==> src/rtl/instr_sequencer_if.sv <==
// Bus bundle between the instruction sequencer and its surroundings:
// program-load port, start/status signals and the processor run/done/DIN link.
interface instr_sequencer_if #(
  parameter int AW = 4
);
  logic          prog_we;
  logic [AW-1:0] prog_addr;
  logic [8:0]    prog_wdata;
  logic [AW:0]   prog_len;
  logic          start;
  logic          done;
  logic          run;
  logic [8:0]    din;
  logic          busy;
  logic          finished;
  logic          error;
  logic [1:0]    err_code;
  logic [AW:0]   pc;
  logic [7:0]    instr_count;

  // Sequencer side: drives the processor request and status outputs.
  modport master (
    input  prog_we, prog_addr, prog_wdata, prog_len, start, done,
    output run, din, busy, finished, error, err_code, pc, instr_count
  );

  // Environment side: loads the program, starts it and answers with done.
  modport slave (
    output prog_we, prog_addr, prog_wdata, prog_len, start, done,
    input  run, din, busy, finished, error, err_code, pc, instr_count
  );
endinterface

==> src/rtl/instr_sequencer.sv <==
// Instruction sequencer: holds a small program memory and feeds it word by
// word to the processor control FSM using the run/done handshake. mvi words
// are followed by their immediate, which is presented on din after the
// processor has loaded the instruction. A watchdog bounds the wait for done.
module instr_sequencer #(
  parameter int AW      = 4,
  parameter int TIMEOUT = 16
) (
  input  logic              clk,
  input  logic              resetn,
  instr_sequencer_if.master bus
);
  localparam int          DEPTH   = 2**AW;
  localparam int          TW      = $clog2(TIMEOUT + 1);
  localparam logic [AW:0] LEN_MAX = (AW+1)'(DEPTH);
  localparam logic [2:0]  OP_MVI  = 3'b001;

  typedef enum logic [2:0] {
    S_IDLE, S_FETCH, S_ISSUE, S_HOLD, S_DEC, S_WAIT
  } state_t;

  state_t        r_state;
  logic [8:0]    r_mem [DEPTH];
  logic [8:0]    r_ir;
  logic [8:0]    r_imm;
  logic [AW:0]   r_len;
  logic [AW:0]   r_pc;
  logic [TW-1:0] r_tmo;
  logic          r_run;
  logic [8:0]    r_din;
  logic          r_busy;
  logic          r_finished;
  logic          r_error;
  logic [1:0]    r_err_code;
  logic [7:0]    r_count;

  logic [AW:0]   w_pc_p1;
  logic [AW:0]   w_pc_next;
  logic [8:0]    w_word;
  logic [8:0]    w_word_p1;
  logic          w_word_mvi;
  logic          w_ir_mvi;

  // The immediate address may run past the memory when pc is the last word;
  // that case is always rejected as a truncated mvi, so truncation is safe.
  assign w_pc_p1    = r_pc + (AW+1)'(1);
  assign w_pc_next  = w_ir_mvi ? r_pc + (AW+1)'(2) : w_pc_p1;
  assign w_word     = r_mem[r_pc[AW-1:0]];
  assign w_word_p1  = r_mem[w_pc_p1[AW-1:0]];
  assign w_word_mvi = (w_word[8:6] == OP_MVI);
  assign w_ir_mvi   = (r_ir[8:6] == OP_MVI);

  // Program memory write port: open only while idle, contents survive reset.
  always_ff @(posedge clk) begin
    if (bus.prog_we && r_state == S_IDLE) begin
      r_mem[bus.prog_addr] <= bus.prog_wdata;
    end
  end

  // Instruction and immediate latches, loaded during FETCH.
  always_ff @(posedge clk) begin
    if (r_state == S_FETCH) begin
      r_ir <= w_word;
      if (w_word_mvi) begin
        r_imm <= w_word_p1;
      end
    end
  end

  // Sequencing FSM with registered handshake and status outputs.
  always_ff @(posedge clk) begin
    if (!resetn) begin
      r_state    <= S_IDLE;
      r_run      <= 1'b0;
      r_din      <= '0;
      r_busy     <= 1'b0;
      r_finished <= 1'b0;
      r_error    <= 1'b0;
      r_err_code <= 2'b00;
      r_pc       <= '0;
      r_count    <= '0;
      r_len      <= '0;
      r_tmo      <= '0;
    end else begin
      r_run      <= 1'b0;
      r_finished <= 1'b0;
      case (r_state)
        S_IDLE: begin
          if (bus.start) begin
            if (bus.prog_len == '0) begin
              r_finished <= 1'b1;
            end else if (bus.prog_len > LEN_MAX) begin
              r_error    <= 1'b1;
              r_err_code <= 2'b11;
            end else begin
              r_error    <= 1'b0;
              r_err_code <= 2'b00;
              r_count    <= '0;
              r_pc       <= '0;
              r_len      <= bus.prog_len;
              r_busy     <= 1'b1;
              r_state    <= S_FETCH;
            end
          end
        end
        S_FETCH: begin
          if (w_word_mvi && w_pc_p1 >= r_len) begin
            r_error    <= 1'b1;
            r_err_code <= 2'b10;
            r_busy     <= 1'b0;
            r_din      <= '0;
            r_state    <= S_IDLE;
          end else begin
            r_run   <= 1'b1;
            r_din   <= w_word;
            r_state <= S_ISSUE;
          end
        end
        S_ISSUE: r_state <= S_HOLD;
        S_HOLD: begin
          // Processor has latched IR by now; switch din to the immediate.
          r_din   <= w_ir_mvi ? r_imm : r_ir;
          r_state <= S_DEC;
        end
        S_DEC: begin
          r_tmo   <= '0;
          r_state <= S_WAIT;
        end
        S_WAIT: begin
          // done is checked first so it wins over a same-cycle timeout.
          if (bus.done) begin
            r_count <= r_count + 8'd1;
            r_pc    <= w_pc_next;
            if (w_pc_next >= r_len) begin
              r_finished <= 1'b1;
              r_busy     <= 1'b0;
              r_din      <= '0;
              r_state    <= S_IDLE;
            end else begin
              r_state <= S_FETCH;
            end
          end else if (r_tmo == TW'(TIMEOUT - 1)) begin
            r_error    <= 1'b1;
            r_err_code <= 2'b01;
            r_busy     <= 1'b0;
            r_din      <= '0;
            r_state    <= S_IDLE;
          end else begin
            r_tmo <= r_tmo + TW'(1);
          end
        end
        default: r_state <= S_IDLE;
      endcase
    end
  end

  assign bus.run         = r_run;
  assign bus.din         = r_din;
  assign bus.busy        = r_busy;
  assign bus.finished    = r_finished;
  assign bus.error       = r_error;
  assign bus.err_code    = r_err_code;
  assign bus.pc          = r_pc;
  assign bus.instr_count = r_count;
endmodule

==> src/flat_wrapper.sv <==
// flat-port wrapper written by rule: the top's interface ports become plain ports
module instr_sequencer_flat 
#(
  parameter int AW      = 4,
  parameter int TIMEOUT = 16
)
  (clk, resetn, bus_prog_we, bus_prog_addr, bus_prog_wdata, bus_prog_len, bus_start, bus_done, bus_run, bus_din, bus_busy, bus_finished, bus_error, bus_err_code, bus_pc, bus_instr_count);
  instr_sequencer_if #(.AW(AW)) bus_i ();
  input  logic clk;
  input  logic resetn;
  input wire logic [$bits(bus_i.prog_we)-1:0] bus_prog_we;
  input wire logic [$bits(bus_i.prog_addr)-1:0] bus_prog_addr;
  input wire logic [$bits(bus_i.prog_wdata)-1:0] bus_prog_wdata;
  input wire logic [$bits(bus_i.prog_len)-1:0] bus_prog_len;
  input wire logic [$bits(bus_i.start)-1:0] bus_start;
  input wire logic [$bits(bus_i.done)-1:0] bus_done;
  output wire logic [$bits(bus_i.run)-1:0] bus_run;
  output wire logic [$bits(bus_i.din)-1:0] bus_din;
  output wire logic [$bits(bus_i.busy)-1:0] bus_busy;
  output wire logic [$bits(bus_i.finished)-1:0] bus_finished;
  output wire logic [$bits(bus_i.error)-1:0] bus_error;
  output wire logic [$bits(bus_i.err_code)-1:0] bus_err_code;
  output wire logic [$bits(bus_i.pc)-1:0] bus_pc;
  output wire logic [$bits(bus_i.instr_count)-1:0] bus_instr_count;
  assign bus_i.prog_we = bus_prog_we;
  assign bus_i.prog_addr = bus_prog_addr;
  assign bus_i.prog_wdata = bus_prog_wdata;
  assign bus_i.prog_len = bus_prog_len;
  assign bus_i.start = bus_start;
  assign bus_i.done = bus_done;
  assign bus_run = bus_i.run;
  assign bus_din = bus_i.din;
  assign bus_busy = bus_i.busy;
  assign bus_finished = bus_i.finished;
  assign bus_error = bus_i.error;
  assign bus_err_code = bus_i.err_code;
  assign bus_pc = bus_i.pc;
  assign bus_instr_count = bus_i.instr_count;
  instr_sequencer #(.AW(AW), .TIMEOUT(TIMEOUT)) u_core (.clk(clk), .resetn(resetn), .bus(bus_i));
endmodule
==> config.mk <==
export PLATFORM = sky130hd
export DESIGN_NAME = instr_sequencer_flat
export DESIGN_NICKNAME = d
export VERILOG_FILES = /design/src/rtl/instr_sequencer_if.sv /design/src/rtl/instr_sequencer.sv /design/src/flat_wrapper.sv
export SDC_FILE = /design/constraint.sdc
export NUM_CORES = 1
export LEC_CHECK = 0
export ABC_AREA = 1
export CORE_ASPECT_RATIO = 0.7
export CORE_UTILIZATION = 55
export CTS_CLUSTER_DIAMETER = 200
export CTS_CLUSTER_SIZE = 24
export DETAILED_ROUTE_END_ITERATION = 6
export GPL_TIMING_DRIVEN = 0
export PLACE_DENSITY = 0.8
export SLEW_MARGIN = 0
export SYNTH_ARGS = -nofsm -noshare
export SYNTH_HDL_FRONTEND = slang
export SYNTH_SLANG_ARGS = --single-unit
==> constraint.sdc <==
create_clock -name clk -period 2.55 [get_ports clk]
set_clock_uncertainty 0.05 [all_clocks]
set_input_delay 0.255 -clock clk [delete_from_list [all_inputs] [get_ports clk]]
set_output_delay 0.255 -clock clk [all_outputs]
set_load 0.03 [all_outputs]
==> impl_metrics.env <==
export IMPL_status="complete, but fails checks"
export IMPL_violations="setup timing"
export IMPL_cts_buffers=12
export IMPL_synthArstFlopShare=0
export IMPL_clk_pin_slew_ps=100
export IMPL_drt_iter0_drc=1637
export IMPL_std_cell_rows=40
export IMPL_drc=0
export IMPL_nFillCells=1390
export IMPL_end_kind="flop"
export IMPL_path_buf_inv=5
export IMPL_drt_vias_per_instance=6.400
export IMPL_num_antenna_cells=0
export IMPL_max_cap_violations=0
export IMPL_grt_util_all_layers=0.3487
export IMPL_grt_pass1_wl_mm=47.92
export IMPL_yosysSeqAreaShare=0.5724
export IMPL_path_max_fanout=5
export IMPL_p_leak_nw=4.314
export IMPL_slowest_stage="edfxtp_1"
export IMPL_antenna_found_initial=2
export IMPL_grt_max_degree=26
export IMPL_crit_chain="nor3_4 -> inv_2 -> nand2_4 -> nand2_2 -> xor2_1 -> inv_1 -> ha_4 -> nand2_4 -> o21a_1 -> nand4_1 -> buf_6 -> nand3_4 -> inv_4 -> buf_6 -> o21ai_1 -> a21oi_1"
export IMPL_fp_dieH_um=115.2
export IMPL_synth_top_family_by_area="compound AO/OA/AOI/OAI gates"
export IMPL_final_cell_area_um2=11820
export IMPL_finalSetupViolCount=11
export IMPL_slew_viol_final=0
export IMPL_multi_input_area_um2=3841
export IMPL_seq_area_um2=5778
export IMPL_root_buffer="clkbuf_16"
export IMPL_syn_to_final_growth_pct=17.30
export IMPL_numPortBuffers=50
export IMPL_synthCells=1083
export IMPL_grt_pass1_vias=8067
export IMPL_synth_area_um2=10070
export IMPL_fin_tns_setup_ps=-1143
export IMPL_dpl_hpwl_mm=22.75
export IMPL_slew_headroom=0.2352
export IMPL_crit_path_start_kind="flop"
export IMPL_ys_warnings_count=0
export IMPL_overflow=0
export IMPL_grt_setup_unrepaired="yes"
export IMPL_wl_mm=32.98
export IMPL_synth_main_ff_cell="edfxtp_1"
export IMPL_synthMuxAreaShare=0
export IMPL_final_layout_size_suffix_gt1_frac=0.1198
export IMPL_max_stage_delay_ps=460
export IMPL_timing_final_ws_setup_ps=-144.1
export IMPL_synth_simple_area_share=0.1441
export IMPL_firstDrtPassIters=5
export IMPL_worstPathArrival_ps=3070
export IMPL_syn_num_nets=1123
export IMPL_crit_type="reg -> reg"
export IMPL_period_needed_ps=2694
export IMPL_finalHoldViolCount=0
export IMPL_path_delay_family="simple AND/OR/NAND/NOR gates"
export IMPL_finalNetCount=1211
export IMPL_ir_worst_vdd_uv=517.2
export IMPL_total_power_mw=7.607
export IMPL_synthAdderAreaFrac=0.02112
export IMPL_dieArea_um2=18870
export IMPL_worstPathRequired_ps=2920
export IMPL_timing_final_crit_share=1.057
export IMPL_ys_ff_latch=207
export IMPL_synth_area_per_cell_um2=9.301
export IMPL_power_per_cell_area_nw_per_um2=643.8
export IMPL_synth_compound_area_frac=0.1853
export IMPL_clock_latency_ps=480
export IMPL_worst_slew_pin_slew_ps=1143
export IMPL_yosysUniqueCellTypes=41
export IMPL_ios=51
export IMPL_fmax_ghz=0.3712
export IMPL_cts_tree="done"
export IMPL_clk_path_buf_depth=3
export IMPL_synth_edf_count=162
export IMPL_placed_area_um2=10880
export IMPL_core_um2=17520
export IMPL_fp_dieW_um=163.8
export IMPL_hold_path_class="in -> reg"
export IMPL_place_congestion=1.034
export IMPL_vias=9011
export IMPL_htree_levels=1
export IMPL_start_util=0.5751
export IMPL_ant_nets=0
export IMPL_synth_xor_area_frac=0.004347
export IMPL_wire_per_inst_um=23.42
export IMPL_cts_sinks=207
==> state kept, by name, indices dropped and copies added (netlist names), named ones only <==
| register | flops |
|---|---|
| u_core.bus.run | 1 |
| u_core.r_ir | 9 |
| u_core.bus.instr_count | 8 |
| u_core.bus.din | 9 |
| u_core.bus.err_code | 2 |
| u_core.bus.finished | 1 |
| u_core.bus.pc | 5 |
| u_core.r_mem | 144 |
| u_core.bus.busy | 1 |
| u_core.r_imm | 9 |
| u_core.r_tmo | 5 |
| u_core.bus.error | 1 |
| u_core.r_len | 5 |
| u_core.r_state | 3 |
==> cells in the mapped netlist (2+ instances only) <==
cell type | n | area (um2)
o21ai_0 | 143 | 715.7
nand2_2 | 6 | 37.54
nor2_2 | 2 | 12.51
a22oi_1 | 2 | 15.01
nand2_1 | 141 | 529.3
clkbuf_1 | 40 | 150.1
o211ai_1 | 46 | 345.3
ha_1 | 17 | 212.7
a21oi_1 | 121 | 605.6
o21a_1 | 5 | 37.54
nand3_1 | 88 | 440.4
o211a_1 | 2 | 20.02
o21ai_1 | 7 | 35.03
buf_6 | 4 | 45.04
dfxtp_1 | 45 | 900.9
xor2_1 | 3 | 26.28
clkinv_1 | 3 | 11.26
inv_2 | 10 | 37.54
o211ai_2 | 2 | 25.02
buf_4 | 2 | 15.01
buf_1 | 7 | 26.28
a31oi_1 | 3 | 18.77
edfxtp_1 | 162 | 4865
nand4_1 | 6 | 37.54
nor2_1 | 74 | 277.8
nor3_1 | 11 | 55.05
buf_2 | 7 | 35.03
xnor2_1 | 2 | 17.52
inv_1 | 110 | 412.9
==> worst register-to-register path: cells and delay by family (launching register included) <==
kind	cells	cell delay [ps]
AND/OR/NAND/NOR	6	700
buffers and inverters	5	560
flip-flops	1	460
AO/OA/AOI/OAI	3	420
adder cells (fa/ha/maj)	1	300
XOR/XNOR	1	140
==> path summary, 6_finish.rpt <==
check,start,end,slack [ps],depth (start not counted)
setup / recovery,u_core.r_ir[7]$_DFFE_PN_,u_core.bus.din[2]$_SDFFE_PN0P_,-140,16
hold / removal,bus_prog_len[2],u_core.r_len[2]$_SDFFE_PN0P_,390,3
setup reg to reg,u_core.r_ir[7]$_DFFE_PN_,u_core.bus.din[2]$_SDFFE_PN0P_,-140,16
hold reg to reg,u_core.bus.err_code[1]$_SDFFE_PN0P_,u_core.bus.err_code[1]$_SDFFE_PN0P_,420,2
==> routing by layer <==
layer	GRT usage	share of wire
met5	0	0.00027
met4	0.09012	0.026
met3	0.08369	0.15
met2	0.4994	0.41
met1	0.5286	0.42
==> layout by cell type (no fill, tap or decap), types with 13 or more instances in the layout <==
cell and n:
clkbuf_16 16, nand2_1 132, inv_1 107, nand3_1 87, clkdlybuf4s50_1 50, buf_4 22
dfxtp_1 41, o211ai_1 46, nor2_1 57, o21ai_0 140, clkbuf_1 38, ha_1 13
nor2_2 19, a21oi_1 117, edfxtp_1 162
==> power by group <==
group          switching (mW)  leakage [nW]  internal, mW  total, mW
registers               0.108          1.83          3.84       3.95
logic                    1.00          2.31         0.557       1.56
clock network            1.14         0.173         0.963       2.10
==> timing repair <==
item                                    4_1_cts  5_1_grt
cloned                                        1        0
buffers inserted                             18        5
pin swaps                                     7       15
endpoints found under the setup margin       71      119
hold buffers                                  0        0
resized for setup                            52       47
==> metrics by stage <==
step	hold slack, ps	setup WS (ps)	std cells	util
after floorplan	303.9	24.79	1083	-
after global placement	404.9	-1048	1364	0.6211
after detailed placement	405.8	-1118	1364	0.6211
after CTS	392.6	-35.07	1403	0.6625
after global routing	434.8	-228.3	1408	0.6746
final	389.8	-144.1	1408	0.6746
==> cell families (layout without fill, tap and decap cells) <==
kind of cell,after synthesis,in the layout
fa+ha+maj,17,17
xor+xnor,5,5
compound gates,337,337
buf+inv,183,277
flops,207,207
simple gates,334,334
==> cell type report <==
type                            instances  area share
Buffer                                 60     0.03124
Clock buffer                           19     0.02944
Clock inverter                          1   0.0009530
Inverter                              123     0.04024
Multi-Input combinational cell        693      0.3251
Sequential cell                       207      0.4890
Tap cell                              231     0.02446
Timing Repair Buffer                   74     0.05961
(Power assumes the default switching activity.)
